===== src/rtl/lsu_pkg.sv =====
// Shared types and constants for the load/store unit: FSM states, funct_3 access codes,
// and the byte-enable helper used by both request generation and checking.
package lsu_pkg;

  typedef enum logic [1:0] {
    StIdle,
    StReq,
    StWaitRsp,
    StDone
  } lsu_state_e;

  localparam logic [2:0] F3_B  = 3'b000;
  localparam logic [2:0] F3_H  = 3'b001;
  localparam logic [2:0] F3_W  = 3'b010;
  localparam logic [2:0] F3_BU = 3'b100;
  localparam logic [2:0] F3_HU = 3'b101;

  localparam int unsigned NUM_LANES = 4;

  // Size lives in funct_3[1:0]; the unsigned variants share the byte-enable pattern.
  function automatic logic [NUM_LANES-1:0] byte_en(input logic [2:0] f3,
                                                   input logic [1:0] off);
    logic [NUM_LANES-1:0] be;
    be = 4'b1111;
    case (f3[1:0])
      2'b00:   be = 4'b0001 << off;
      2'b01:   be = 4'b0011 << off;
      default: be = 4'b1111;
    endcase
    return be;
  endfunction

endpackage


===== src/rtl/lsu_load_align.sv =====
// Load data alignment: extracts the addressed byte/half/word lane from a memory word and
// sign- or zero-extends it to the register width.
module lsu_load_align
  import lsu_pkg::*;
#(
  parameter int unsigned DATA_WIDTH = 32
) (
  input  logic [DATA_WIDTH-1:0] i_rdata,
  input  logic [1:0]            i_offset,
  input  logic [2:0]            i_funct_3,
  output logic [DATA_WIDTH-1:0] o_data
);

  logic [DATA_WIDTH-1:0] w_shifted;

  assign w_shifted = i_rdata >> {i_offset, 3'b000};

  always_comb begin
    o_data = w_shifted;
    case (i_funct_3)
      F3_B:    o_data = {{(DATA_WIDTH-8){w_shifted[7]}}, w_shifted[7:0]};
      F3_BU:   o_data = {{(DATA_WIDTH-8){1'b0}}, w_shifted[7:0]};
      F3_H:    o_data = {{(DATA_WIDTH-16){w_shifted[15]}}, w_shifted[15:0]};
      F3_HU:   o_data = {{(DATA_WIDTH-16){1'b0}}, w_shifted[15:0]};
      default: o_data = w_shifted;
    endcase
  end

endmodule


===== src/rtl/load_store_unit.sv =====
// Memory-stage load/store unit: valid/ready data-memory transaction, load alignment and
// writeback muxing. Optional watchdog enabled with `define LSU_TIMEOUT_EN.
module load_store_unit
  import lsu_pkg::*;
#(
  parameter int unsigned DATA_WIDTH     = 32,
  parameter int unsigned TIMEOUT_CYCLES = 64,
  parameter int unsigned CNT_W          = $clog2(TIMEOUT_CYCLES + 1)
) (
  input  logic                  clk,
  input  logic                  arst,
  input  logic                  memread,
  input  logic                  memwrite,
  input  logic                  memtoreg,
  input  logic [2:0]            funct_3,
  input  logic [DATA_WIDTH-1:0] alu_result,
  input  logic [DATA_WIDTH-1:0] store_data,
  output logic                  lsu_busy,
  output logic [DATA_WIDTH-1:0] wb_data,
  output logic                  wb_valid,
  output logic                  lsu_err,
  output logic                  mem_req_valid,
  input  logic                  mem_req_ready,
  output logic                  mem_req_we,
  output logic [DATA_WIDTH-1:0] mem_req_addr,
  output logic [NUM_LANES-1:0]  mem_req_be,
  output logic [DATA_WIDTH-1:0] mem_req_wdata,
  input  logic                  mem_rsp_valid,
  input  logic [DATA_WIDTH-1:0] mem_rsp_rdata
);

  lsu_state_e            r_state, w_state_d;
  logic [DATA_WIDTH-1:0] r_addr;
  logic [2:0]            r_f3;
  logic                  r_we;
  logic                  r_memtoreg;
  logic [DATA_WIDTH-1:0] r_wdata;
  logic [DATA_WIDTH-1:0] r_load;
  logic                  r_err;

  logic                  w_start;
  logic                  w_illegal;
  logic                  w_accept;
  logic                  w_err_d;
  logic                  w_timeout;
  logic [DATA_WIDTH-1:0] w_wdata_rep;
  logic [DATA_WIDTH-1:0] w_aligned;

  assign w_start = memread | memwrite;

  always_comb begin
    w_illegal = 1'b0;
    case (funct_3)
      F3_B, F3_BU: w_illegal = 1'b0;
      F3_H, F3_HU: w_illegal = alu_result[0];
      F3_W:        w_illegal = (alu_result[1:0] != 2'b00);
      default:     w_illegal = 1'b1;
    endcase
    if (memread && memwrite) w_illegal = 1'b1;
    // Stores have no unsigned variant.
    if (memwrite && funct_3[2]) w_illegal = 1'b1;
  end

  assign w_accept = (r_state == StIdle) && w_start && !w_illegal;

  always_comb begin
    w_wdata_rep = store_data;
    case (funct_3[1:0])
      2'b00:   w_wdata_rep = {4{store_data[7:0]}};
      2'b01:   w_wdata_rep = {2{store_data[15:0]}};
      default: w_wdata_rep = store_data;
    endcase
  end

`ifdef LSU_TIMEOUT_EN
  logic [CNT_W-1:0] r_cnt;

  always_ff @(posedge clk or posedge arst) begin
    if (arst) begin
      r_cnt <= '0;
    end else if (w_accept) begin
      r_cnt <= '0;
    end else if (r_state == StReq || r_state == StWaitRsp) begin
      r_cnt <= r_cnt + 1'b1;
    end
  end

  assign w_timeout = (r_state == StReq || r_state == StWaitRsp) &&
                     (r_cnt == CNT_W'(TIMEOUT_CYCLES - 1));
`else
  logic w_unused_cfg;

  assign w_unused_cfg = (CNT_W == 0) || (TIMEOUT_CYCLES == 0);
  assign w_timeout    = 1'b0;
`endif

  always_comb begin
    w_state_d = r_state;
    w_err_d   = 1'b0;
    unique case (r_state)
      StIdle: begin
        if (w_start) begin
          if (w_illegal) w_err_d   = 1'b1;
          else           w_state_d = StReq;
        end
      end
      StReq: begin
        if (w_timeout) begin
          w_state_d = StIdle;
          w_err_d   = 1'b1;
        end else if (mem_req_ready) begin
          w_state_d = r_we ? StDone : StWaitRsp;
        end
      end
      StWaitRsp: begin
        if (w_timeout) begin
          w_state_d = StIdle;
          w_err_d   = 1'b1;
        end else if (mem_rsp_valid) begin
          w_state_d = StDone;
        end
      end
      StDone:  w_state_d = StIdle;
      default: w_state_d = StIdle;
    endcase
  end

  lsu_load_align #(
    .DATA_WIDTH(DATA_WIDTH)
  ) u_align (
    .i_rdata  (mem_rsp_rdata),
    .i_offset (r_addr[1:0]),
    .i_funct_3(r_f3),
    .o_data   (w_aligned)
  );

  always_ff @(posedge clk or posedge arst) begin
    if (arst) begin
      r_state    <= StIdle;
      r_addr     <= '0;
      r_f3       <= '0;
      r_we       <= 1'b0;
      r_memtoreg <= 1'b0;
      r_wdata    <= '0;
      r_load     <= '0;
      r_err      <= 1'b0;
    end else begin
      r_state <= w_state_d;
      r_err   <= w_err_d;
      if (w_accept) begin
        r_addr     <= alu_result;
        r_f3       <= funct_3;
        r_we       <= memwrite;
        r_memtoreg <= memtoreg;
        r_wdata    <= w_wdata_rep;
      end
      if (r_state == StWaitRsp && mem_rsp_valid && !w_timeout) begin
        r_load <= w_aligned;
      end
    end
  end

  assign mem_req_valid = (r_state == StReq);
  assign mem_req_we    = r_we && (r_state == StReq);
  assign mem_req_addr  = {r_addr[DATA_WIDTH-1:2], 2'b00};
  assign mem_req_be    = (r_state == StReq) ? byte_en(r_f3, r_addr[1:0]) : '0;
  assign mem_req_wdata = r_wdata;

  assign lsu_busy = w_accept || (r_state == StReq) || (r_state == StWaitRsp);
  assign wb_valid = (r_state == StDone);
  assign lsu_err  = r_err;
  assign wb_data  = (r_state == StDone && !r_we && r_memtoreg) ? r_load : alu_result;

endmodule

===== config.mk =====
export PLATFORM = sky130hd
export DESIGN_NAME = load_store_unit
export DESIGN_NICKNAME = d
export VERILOG_FILES = /design/src/rtl/lsu_pkg.sv /design/src/rtl/lsu_load_align.sv /design/src/rtl/load_store_unit.sv
export SDC_FILE = /design/constraint.sdc
export NUM_CORES = 1
export LEC_CHECK = 0
export CAP_MARGIN = 5
export CORE_UTILIZATION = 35
export DETAILED_ROUTE_END_ITERATION = 10
export GPL_TIMING_DRIVEN = 0
export PLACE_DENSITY = 0.73
export SYNTH_ARGS = -nofsm -noshare
export SYNTH_HDL_FRONTEND = slang
export SYNTH_SLANG_ARGS = --single-unit

===== constraint.sdc =====
create_clock -name clk -period 3.65 [get_ports clk]
set_input_delay 0.73 -clock clk [delete_from_list [all_inputs] [get_ports clk]]
set_output_delay 0.73 -clock clk [all_outputs]
set_load 0.05 [all_outputs]

==> results of run 1 <==
==> flip-flops by register name (all words and copies together) (netlist names) <==
name,cells
r_f3,3
r_load,32
r_we,1
r_memtoreg,1
lsu_err,1
r_state,2
r_addr,32
mem_req_wdata,32
==> layer usage <==
layer / global-route usage (%) / vias up
met5: 0 / -
met4: 7.89 / 0
met3: 4.59 / 34
met2: 36.0 / 165
met1: 27.5 / 2271
li1: - / 2119
==> metrics by stage <==
stage | util, % | setup slack, ns | cell area (sq um) | hold slack, ns
2_1_floorplan | - | 0.188 | 5590 | 0.442
3_3_place_gp | 51.5 | -1.42 | 7920 | 0.465
3_5_place_dp | 51.7 | -0.252 | 7950 | 0.469
4_1_cts | 53.8 | 0.00283 | 8270 | 0.484
5_1_grt | 53.8 | 0.0267 | 8270 | 0.505
6_report | 53.8 | 0.166 | 8270 | 0.478
==> final cells by class <==
type                            instances  area (sq um)  area share [%]
Sequential cell                       104          2600            31.5
Multi-Input combinational cell        306          2560            31.0
Timing Repair Buffer                  208          2090            25.3
Buffer                                 62           405            4.90
Tap cell                              211           264            3.19
Clock buffer                           13           250            3.03
Clock inverter                          3          65.1           0.787
Inverter                                6          25.0           0.303
==> report_power, final <==
part           internal [mW]  switching, mW  total, mW
registers               1.70          0.345       2.04
logic                   1.83           2.60       4.43
clock network          0.621          0.438       1.06
==> synthesized netlist by cell type, types with 2 or more instances <==
master and number:
sky130_fd_sc_hd__dfrtp_1 104, sky130_fd_sc_hd__mux2_2 56, sky130_fd_sc_hd__o21ai_0 42, sky130_fd_sc_hd__mux2i_1 39, sky130_fd_sc_hd__nand2_1 35, sky130_fd_sc_hd__buf_4 34
sky130_fd_sc_hd__mux2_4 30, sky130_fd_sc_hd__a21oi_1 21, sky130_fd_sc_hd__nor2_1 19, sky130_fd_sc_hd__a221o_1 16, sky130_fd_sc_hd__clkbuf_1 15, sky130_fd_sc_hd__a2bb2oi_1 8
sky130_fd_sc_hd__buf_2 8, sky130_fd_sc_hd__o21a_1 8, sky130_fd_sc_hd__inv_1 6, sky130_fd_sc_hd__buf_6 4, sky130_fd_sc_hd__ha_1 4, sky130_fd_sc_hd__and2_1 2
sky130_fd_sc_hd__nand3b_1 2, sky130_fd_sc_hd__nor2_2 2, sky130_fd_sc_hd__nor2b_1 2, sky130_fd_sc_hd__nor3_1 2, sky130_fd_sc_hd__nor4_2 2, sky130_fd_sc_hd__o22ai_1 2
sky130_fd_sc_hd__or3_1 2
==> what timing repair did <==
item                                    CTS  global route
resized for setup                         4             4
hold endpoints to repair                  0             0
endpoints found under the setup margin   31             2
hold buffers                              0             0
==> worst max-delay path by stage <==
stage	from	end	slack (ns)	cells past startpoint
after floorplan	arst	lsu_err	0.19	1
after global placement	arst	r_addr[19]	-1.42	2
after detailed placement	memwrite	lsu_busy	-0.25	7
after CTS	alu_result[1]	lsu_busy	0.003	7
after global routing	r_state[0]	wb_data[8]	0.03	5
final	r_state[0]	wb_data[8]	0.17	5
==> logic make-up after synthesis <==
kind of cell             count (synthesis)  share of synthesized area, %
multiplexers                           126                          26.8
flip-flops                             104                          46.6
AO/OA/AOI/OAI                          103                          12.3
AND/OR/NAND/NOR                         71                          5.76
buffers and inverters                   68                          7.57
adder cells (fa/ha/maj)                  4                         0.896
other                                    1                        0.0672
==> cells in the final DEF, fill, tap and decap left out, drive strengths merged <==
cell type      Yosys  final
o211a              1      1
conb               1      2
a211oi             1      1
ha                 4      4
mux2              86     86
bufinv             0      2
inv                6      6
clkbuf            15     29
a221o             16     16
buf               47     48
o21a               8      8
dfrtp            104    104
o221ai             1      1
a22o               1      1
nand2             35     35
nor3               2      2
clkinv             0      1
clkdlybuf4s50      0    206
nand3              1      1
a21oi             22     22
and2               2      2
o21ai             42     42
mux2i             39     39
or3                2      2
nand3b             2      2
nor2b              2      2
or2                1      1
o22ai              2      2
a2bb2oi            8      8
nor4               2      2
nor3b              1      1
mux4               1      1
o21bai             1      1
nor2              21     21
==> worst min-delay path, stage by stage, from the launching register on <==
cell and delay [ns]:
sky130_fd_sc_hd__dfrtp_1 0.34, sky130_fd_sc_hd__nand2_1 0.05, sky130_fd_sc_hd__o21ai_0 0.06
==> impl_metrics.py, run 1 <==
metrics = {
    "run_status": {
        "outcome": "complete, no violations",
    },
    "detailed_routing": {
        "viasPerCell": 5.03,
        "detailroute.wirelength.met2_mm": 8.49,
        "route.top_layer_used": "met4",
        "drc": 0,
        "route.antenna.remaining_nets": 0,
        "wl_mm": 17.4,
        "dr_wl_met3_mm": 1.09,
        "dr_total_vias": 4589,
        "detailedRoute.firstPassIterationCount": 4,
        "dr.first_iter.drc_count": 214,
        "post_drt_wl_per_cell_um": 19.0,
        "m1WireLength_mm": 7.29,
    },
    "worst_setup_path": {
        "reg2reg_slack_ns": 1.44,
        "critical_path_peak_fanout": 10,
        "critical-path-slowest-cell": "sky130_fd_sc_hd__clkdlybuf4s50_1",
        "path_class": "flip-flop to primary output",
        "timing.rr.start": "r_state[0]",
        "worstSetupStartpointType": "flip-flop",
        "r2r_end": "r_load[18]",
        "crit_family": "buffers and inverters",
        "critical_path_arrival_ns": 2.75,
        "r2r.worst_path.cells": 5,
        "endpoint_kind": "primary output",
        "crit_chain": "ha_1, nand3b_1, clkbuf_2, mux2_2, clkdlybuf4s50_1",
        "critical_path_buf_inv_count": 2,
        "crit_required_ns": 2.92,
        "critical-path-max-stage-delay_ns": 0.72,
    },
    "synth": {
        "netlist-cell-type-count": 37,
        "area_leader_netlist": "sky130_fd_sc_hd__dfrtp_1",
        "netlist.area_leader.share_pct": 46.6,
        "synth_async_sr_flop_share_pct": 100,
        "ys_ff_latch": 104,
        "postSynthAreaPerCell_sq_um": 11.7,
        "synth-main-ff-cell": "sky130_fd_sc_hd__dfrtp_1",
        "mappedNetlistArea_sq_um": 5580,
        "synth-edff-count": 0,
        "sequential_share_of_the_synthesized_area_pct": 46.6,
        "synth.top_cells.by_area": "sky130_fd_sc_hd__dfrtp_1, sky130_fd_sc_hd__mux2_2, sky130_fd_sc_hd__mux2_4",
        "synth_warnings": 0,
        "syn_inst": 477,
    },
    "sta": {
        "report.final.setup_viol": 0,
        "worst_slew_margin_pct": 22.5,
        "max_slew.worst_pin.slew_ns": 1.15,
        "fmaxAchievable_mhz": 287,
        "unrepaired_setup_endpoints_after_global_routing": "false",
        "final-hold-violation-count": 0,
        "final-max-slew-violation-count": 0,
        "final_skew_ns": 0.00506,
        "fin_crit_sh_pct": 95.4,
        "post-route-min-period_ns": 3.48,
        "setup_tns_ns": 0,
    },
    "global_route": {
        "grt_start_max_net_pins": 71,
        "antenna_found_initial": 0,
        "globalRouteOverflowTotal": 0,
        "grt_use_total_pct": 21.6,
        "grt_first_pass_wirelength_mm": 26.8,
        "grt_pass1_vias": 4830,
    },
    "clock_tree": {
        "cts-buffers-inserted": 9,
        "postCtsSetupBuffers": 0,
        "insertion_delay_ns": 0.36,
        "tritoncts": "built",
        "cts-htree-levels": 3,
        "buffer_type_at_the_clock_tree_root": "sky130_fd_sc_hd__clkbuf_16",
        "clk_pin_slew_ns": 0.07,
        "total_clock_sinks": 104,
        "clock_tree_buffer_depth": 2,
    },
    "die": {
        "die_outline_height_um": 128,
        "ios": 211,
        "core_region_area_sq_um": 15400,
        "initial_core_utilization_pct": 36.3,
        "num_rows": 45,
        "floorplan.die_area_sq_um": 16500,
        "die_w_um": 128,
    },
    "run": {
        "max_cap_violations": 0,
    },
    "power": {
        "finalPower_mw": 7.53,
        "pwr_density_cell_nw_per_um2": 911,
        "static-leakage-power_nw": 3.66,
        "vdd_drop_max_mv": 0.534,
    },
    "layout": {
        "layout_cells_sized_above_1_pct": 22.9,
        "n_fill_cell": 1355,
        "finish.net_count": 807,
        "instances_no_fill": 913,
        "layout-area-overhead-vs-synth_pct": 48.1,
        "insertedDiodeCount": 0,
    },
    "place": {
        "place.detailed.hpwl_mm": 13.3,
        "gp_routability_congestion": 0.822,
        "portBuffers": 207,
        "dp_cells": 897,
    },
    "hold_path": {
        "hold_path_end": "mem_req_wdata[8]",
        "timing.hold.worst.class": "flip-flop to flip-flop",
        "hold-path-cell-count": 2,
        "hold_start": "mem_req_wdata[8]",
    },
}
Power figures use the tool's default switching activity.
==> run 2: changes to the inputs <==
--- a/config.mk
+++ b/config.mk
@@ -8,8 +8,9 @@
 export CAP_MARGIN = 5
 export CORE_UTILIZATION = 35
 export DETAILED_ROUTE_END_ITERATION = 10
+export DONT_BUFFER_PORTS = 1
 export GPL_TIMING_DRIVEN = 0
-export PLACE_DENSITY = 0.73
+export PLACE_DENSITY = 0.56
 export SYNTH_ARGS = -nofsm -noshare
 export SYNTH_HDL_FRONTEND = slang
 export SYNTH_SLANG_ARGS = --single-unit
==> run 2 against run 1 <==
Effect of this change:
- clock-buffer cell count shrank 3
- final area is 25% lower
- non-clock buffer count decreased by 207
- register-to-register slack got worse by 0.06 ns
- power fell by 13%
- worst setup slack got worse by 0.015 ns
- maximum frequency decreased by 0.42%
- clock skew grew 0.0045 ns
- via count shrank 17%
- global-route usage shrank 2.4 points
==> impl_metrics.py, run 2 (same netlist as run 1, synthesis figures left out) <==
metrics = {
    "run_status": {
        "outcome": "complete, no violations",
    },
    "clock_tree": {
        "tritoncts": "built",
        "clock_tree_buffer_depth": 2,
        "buffer_type_at_the_clock_tree_root": "sky130_fd_sc_hd__clkbuf_16",
        "cts-hold-fix-buffers": 0,
        "postCtsSetupBuffers": 0,
        "cts-resized-gates": 0,
        "cts-buffers-inserted": 9,
        "total_clock_sinks": 104,
        "cts-htree-levels": 3,
        "clk_pin_slew_ns": 0.08,
        "insertion_delay_ns": 0.35,
    },
    "sta": {
        "worst_slew_margin_pct": 19.4,
        "setup_tns_ns": 0,
        "final-max-slew-violation-count": 0,
        "finalWorstSetupSlack_ns": 0.152,
        "unrepaired_setup_endpoints_after_global_routing": "false",
        "report.final.setup_viol": 0,
        "final-hold-violation-count": 0,
        "fmaxAchievable_mhz": 286,
        "final_skew_ns": 0.00957,
        "fin_worst_hold_slack_ns": 0.323,
        "fin_crit_sh_pct": 95.8,
        "post-route-min-period_ns": 3.50,
        "max_slew.worst_pin.slew_ns": 1.20,
    },
    "power": {
        "share_clk_of_total_power_pct": 14.9,
        "power_frac_comb_pct": 44.2,
        "static-leakage-power_nw": 2.84,
        "share_seq_of_total_power_pct": 40.9,
        "cell_internal_pwr_mw": 3.26,
        "vdd_drop_max_mv": 0.499,
        "finalPower_mw": 6.52,
        "netSwitchingFraction_pct": 50.1,
        "power_switching_mw": 3.27,
        "pwr_density_cell_nw_per_um2": 1060,
    },
    "die": {
        "ios": 211,
        "core_region_area_sq_um": 15400,
        "die_w_um": 128,
        "num_rows": 45,
        "initial_core_utilization_pct": 36.3,
        "floorplan.die_area_sq_um": 16500,
        "die_outline_height_um": 128,
    },
    "worst_setup_path": {
        "critical_path_arrival_ns": 2.77,
        "path_class": "flip-flop to primary output",
        "endpoint_kind": "primary output",
        "crit_required_ns": 2.92,
        "critical_path_peak_fanout": 10,
        "timing.rr.start": "r_state[0]",
        "crit_path_start": "r_addr[1]",
        "worstSetupStartpointType": "flip-flop",
    },
    "layout": {
        "layout.cells.most_common_list": "sky130_fd_sc_hd__dfrtp_1, sky130_fd_sc_hd__mux2_2, sky130_fd_sc_hd__o21ai_0",
        "layout-area-overhead-vs-synth_pct": 10.7,
        "instances_no_fill": 706,
        "finish.net_count": 600,
        "n_fill_cell": 1483,
        "layout_cells_sized_above_1_pct": 32.1,
        "insertedDiodeCount": 0,
        "final_common_cell": "sky130_fd_sc_hd__dfrtp_1",
    },
    "detailed_routing": {
        "drc": 0,
        "wl_mm": 15.7,
        "viasPerCell": 5.39,
        "route.antenna.remaining_nets": 0,
        "post_drt_wl_per_cell_um": 22.3,
        "dr_total_vias": 3804,
        "detailedRoute.firstPassIterationCount": 5,
        "dr.first_iter.drc_count": 161,
    },
    "global_route": {
        "grt_start_max_net_pins": 61,
        "grt_pass1_vias": 3948,
        "grt_first_pass_wirelength_mm": 23.3,
        "antenna_found_initial": 0,
        "grt_use_total_pct": 19.2,
        "globalRouteOverflowTotal": 0,
    },
    "place": {
        "portBuffers": 0,
        "dp_cells": 690,
        "dpl_worst_slack_ns": 0.519,
        "gp_routability_congestion": 0.810,
        "place.detailed.hpwl_mm": 12.1,
    },
    "hold_path": {
        "timing.hold.worst.class": "input port to async pin",
    },
    "run": {
        "max_cap_violations": 0,
    },
}
==> run 2: worst paths after layout <==
kind	to	slack, ns	cells past startpoint
worst max-delay path	mem_req_be[3]	0.15	4
worst min-delay path	r_addr[21]	0.32	1
worst max register to register	r_load[16]	1.38	5
worst min register to register	r_load[7]	0.50	2
max in group asynchronous	r_load[15]	2.63	2
min in group clk	r_load[7]	0.50	2
==> run 2: cell type report <==
type | instances | area [sq um] | area share, %
repair buffers | 1 | 27.5 | 0.445
flip-flops and latches | 104 | 2600 | 42.1
plain buffers | 62 | 400 | 6.48
clock buffers | 10 | 239 | 3.87
multi-input cells | 306 | 2560 | 41.4
well taps | 211 | 264 | 4.27
clock inverters | 6 | 61.3 | 0.992
inverters | 6 | 25.0 | 0.405
==> run 2: metrics by stage <==
step                utilization, %  instance area (sq um)
CTS                           40.2                   6180
global placement              38.1                   5850
finish                        40.2                   6180
detailed placement            38.3                   5880
floorplan                        -                   5590
global route                  40.2                   6180
==> run 2: worst max-delay path: stages, from the launching register on <==
cell and delay [ns]:
sky130_fd_sc_hd__dfrtp_1 0.40, sky130_fd_sc_hd__clkbuf_1 0.43, sky130_fd_sc_hd__clkbuf_1 0.44, sky130_fd_sc_hd__o21ai_0 0.19, sky130_fd_sc_hd__a21oi_1 0.95
==> run 2: power groups by stage <==
stage	Clock [mW]	Combinational, mW	Sequential, mW
final	0.974	2.88	2.67
after global routing	1.05	3.05	2.73
after CTS	1.02	2.89	2.67
after detailed placement	0	2.88	2.70
after global placement	0	2.82	2.67
after floorplan	0	2.55	2.54
==> run 2: routing by layer <==
layer  GRT usage (%)  up-vias  wire length [um]
met5               0        -                 0
met3            5.22       21              1180
li1                -     1700                 -
met1            24.7     1940              6650
met4            6.16        0               233
met2            31.1      143              7670
==> run 3: changes to the inputs <==
--- a/config.mk
+++ b/config.mk
@@ -6,11 +6,11 @@
 export NUM_CORES = 1
 export LEC_CHECK = 0
 export CAP_MARGIN = 5
-export CORE_UTILIZATION = 35
+export CORE_UTILIZATION = 55
 export DETAILED_ROUTE_END_ITERATION = 10
 export DONT_BUFFER_PORTS = 1
 export GPL_TIMING_DRIVEN = 0
-export PLACE_DENSITY = 0.56
+export PLACE_DENSITY = 0.75
 export SYNTH_ARGS = -nofsm -noshare
 export SYNTH_HDL_FRONTEND = slang
 export SYNTH_SLANG_ARGS = --single-unit
==> constraint.sdc (replaced) <==
create_clock -name clk -period 3.6 [get_ports clk]
set_input_delay 0.72 -clock clk [delete_from_list [all_inputs] [get_ports clk]]
set_output_delay 0.72 -clock clk [all_outputs]
set_load 0.05 [all_outputs]
==> run 3 against run 2 <==
Effect of this change:
- register-to-register slack worse by 0.03 ns
- combinational power about the same
- sequential power up 1%
- clock power down 19%
- largest power group unchanged
- critical path type unchanged
- non-clock buffer count unchanged
- via count up 0.39%
==> impl_metrics.py, run 3 (same netlist as run 1, synthesis figures left out) <==
metrics = {
    "global_route": {
        "gr-max-usage-layer": "met2",
        "globalRouteOverflowTotal": 0,
        "grtUsageMet3_pct": 10.4,
        "grt_first_pass_wirelength_mm": 21.3,
        "met2_usage_pct": 44.1,
        "met1_usage_pct": 34.3,
        "grt_use_total_pct": 27.2,
        "antenna_found_initial": 0,
        "grt_start_max_net_pins": 69,
        "grt_pass1_vias": 3858,
    },
    "worst_setup_path": {
        "endpoint_kind": "primary output",
        "crit_path_start": "r_state[0]",
        "crit_required_ns": 2.88,
        "timing.rr.start": "r_state[0]",
        "r2r_end": "r_load[18]",
        "critical_path_arrival_ns": 2.72,
        "critical_path_peak_fanout": 10,
        "worstSetupStartpointType": "flip-flop",
        "reg2reg_slack_ns": 1.35,
        "r2r.worst_path.cells": 5,
        "path_class": "flip-flop to primary output",
    },
    "clock_tree": {
        "cts-hold-fix-buffers": 0,
        "cts-htree-levels": 3,
        "insertion_delay_ns": 0.38,
        "buffer_type_at_the_clock_tree_root": "sky130_fd_sc_hd__clkbuf_8",
        "tritoncts": "built",
        "total_clock_sinks": 104,
        "cts-buffers-inserted": 9,
        "clock_tree_buffer_depth": 2,
        "clk_pin_slew_ns": 0.10,
    },
    "layout": {
        "final-seq-area_sq_um": 2600,
        "final_common_cell": "sky130_fd_sc_hd__dfrtp_1",
        "insertedDiodeCount": 0,
        "n_fill_cell": 833,
        "multi_input_area_sq_um": 2560,
        "instances_no_fill": 628,
        "layout.cells.most_common_list": "sky130_fd_sc_hd__dfrtp_1, sky130_fd_sc_hd__mux2_2, sky130_fd_sc_hd__o21ai_0",
        "layout_cells_sized_above_1_pct": 32.1,
        "layout-area-overhead-vs-synth_pct": 7.55,
        "finish.net_count": 600,
    },
    "die": {
        "initial_core_utilization_pct": 56.9,
        "core_region_area_sq_um": 9820,
        "num_rows": 36,
        "ios": 211,
        "die_w_um": 103,
        "die_outline_height_um": 103,
        "floorplan.die_area_sq_um": 10600,
    },
    "sta": {
        "fin_crit_sh_pct": 95.5,
        "final_skew_ns": 0.0141,
        "worst_slew_margin_pct": 21.8,
        "finalWorstSetupSlack_ns": 0.161,
        "final-hold-violation-count": 0,
        "fmaxAchievable_mhz": 291,
        "max_slew.worst_pin.slew_ns": 1.16,
        "report.final.setup_viol": 0,
        "post-route-min-period_ns": 3.44,
        "unrepaired_setup_endpoints_after_global_routing": "false",
        "final-max-slew-violation-count": 0,
    },
    "detailed_routing": {
        "dr_total_vias": 3819,
        "detailedRoute.firstPassIterationCount": 5,
        "viasPerCell": 6.08,
        "wl_mm": 14.3,
        "route.antenna.remaining_nets": 0,
        "post_drt_wl_per_cell_um": 22.7,
        "dr.first_iter.drc_count": 225,
        "drc": 0,
    },
    "power": {
        "vdd_drop_max_mv": 0.584,
        "pwr_density_cell_nw_per_um2": 1070,
        "static-leakage-power_nw": 2.81,
        "finalPower_mw": 6.40,
    },
    "run": {
        "max_cap_violations": 0,
    },
    "place": {
        "gp_routability_congestion": 0.853,
        "dpl_worst_slack_ns": 0.572,
        "dp_cells": 612,
        "portBuffers": 0,
        "place.detailed.hpwl_mm": 10.7,
    },
    "hold_path": {
        "timing.hold.worst.class": "input port to async pin",
    },
    "run_status": {
        "outcome": "complete, no violations",
    },
}
run 3: metrics by stage:
step / cell area [sq um] / TNS (ns) / hold slack [ns] / utilization [%]
final: 6000 / 0 / 0.237 / 61.1
after detailed placement: 5780 / 0 / 0.485 / 58.9
after floorplan: 5590 / 0 / 0.442 / -
after CTS: 6000 / 0 / 0.233 / 61.1
after global placement: 5750 / -91.43 / 0.472 / 58.6
after global routing: 6000 / 0 / 0.255 / 61.1
run 3: worst max-delay path by stage:
| stage | slack, ns | to | cells after the start |
|---|---|---|---|
| final | 0.16 | wb_data[10] | 4 |
| after global placement | -0.89 | r_addr[2] | 1 |
| after CTS | 0.13 | wb_data[7] | 4 |
| after floorplan | 0.15 | lsu_err | 1 |
| after global routing | 0.006 | wb_data[1] | 4 |
| after detailed placement | 0.57 | lsu_busy | 6 |
run 3: per-layer routing:
metal	vias to the layer above	part of all wire, %
li1	1698	-
met1	1912	42
met2	186	48
met3	23	8.9
met4	0	1.4
met5	-	0
run 3: final cells by class:
type	instances	area share (%)
multi-input cells	306	42.7
clock buffers	14	3.04
plain buffers	62	6.67
repair buffers	1	0.458
clock inverters	2	0.583
flip-flops and latches	104	43.3
well taps	133	2.77
inverters	6	0.417
run 3: report_power, final:
| part | leakage, nW | total (mW) | internal (mW) | switching [mW] |
|---|---|---|---|---|
| clock | 0.113 | 0.786 | 0.397 | 0.388 |
| sequential | 1.28 | 2.71 | 1.71 | 1.00 |
| combinational | 1.42 | 2.91 | 1.09 | 1.82 |
| total | 2.81 | 6.40 | 3.19 | 3.21 |
run 3: worst max-delay path, cell delays in order (launching register included):
cell and delay, ns:
sky130_fd_sc_hd__dfrtp_1 0.45, sky130_fd_sc_hd__ha_1 0.42, sky130_fd_sc_hd__nand3b_1 0.35, sky130_fd_sc_hd__clkbuf_1 0.57, sky130_fd_sc_hd__mux2_2 0.54
run 3: timing repair:
item / 4_1_cts / 5_1_grt
gates resized for setup: 0 / 1
endpoints found under the setup margin: 0 / 1
setup buffers: 0 / 0
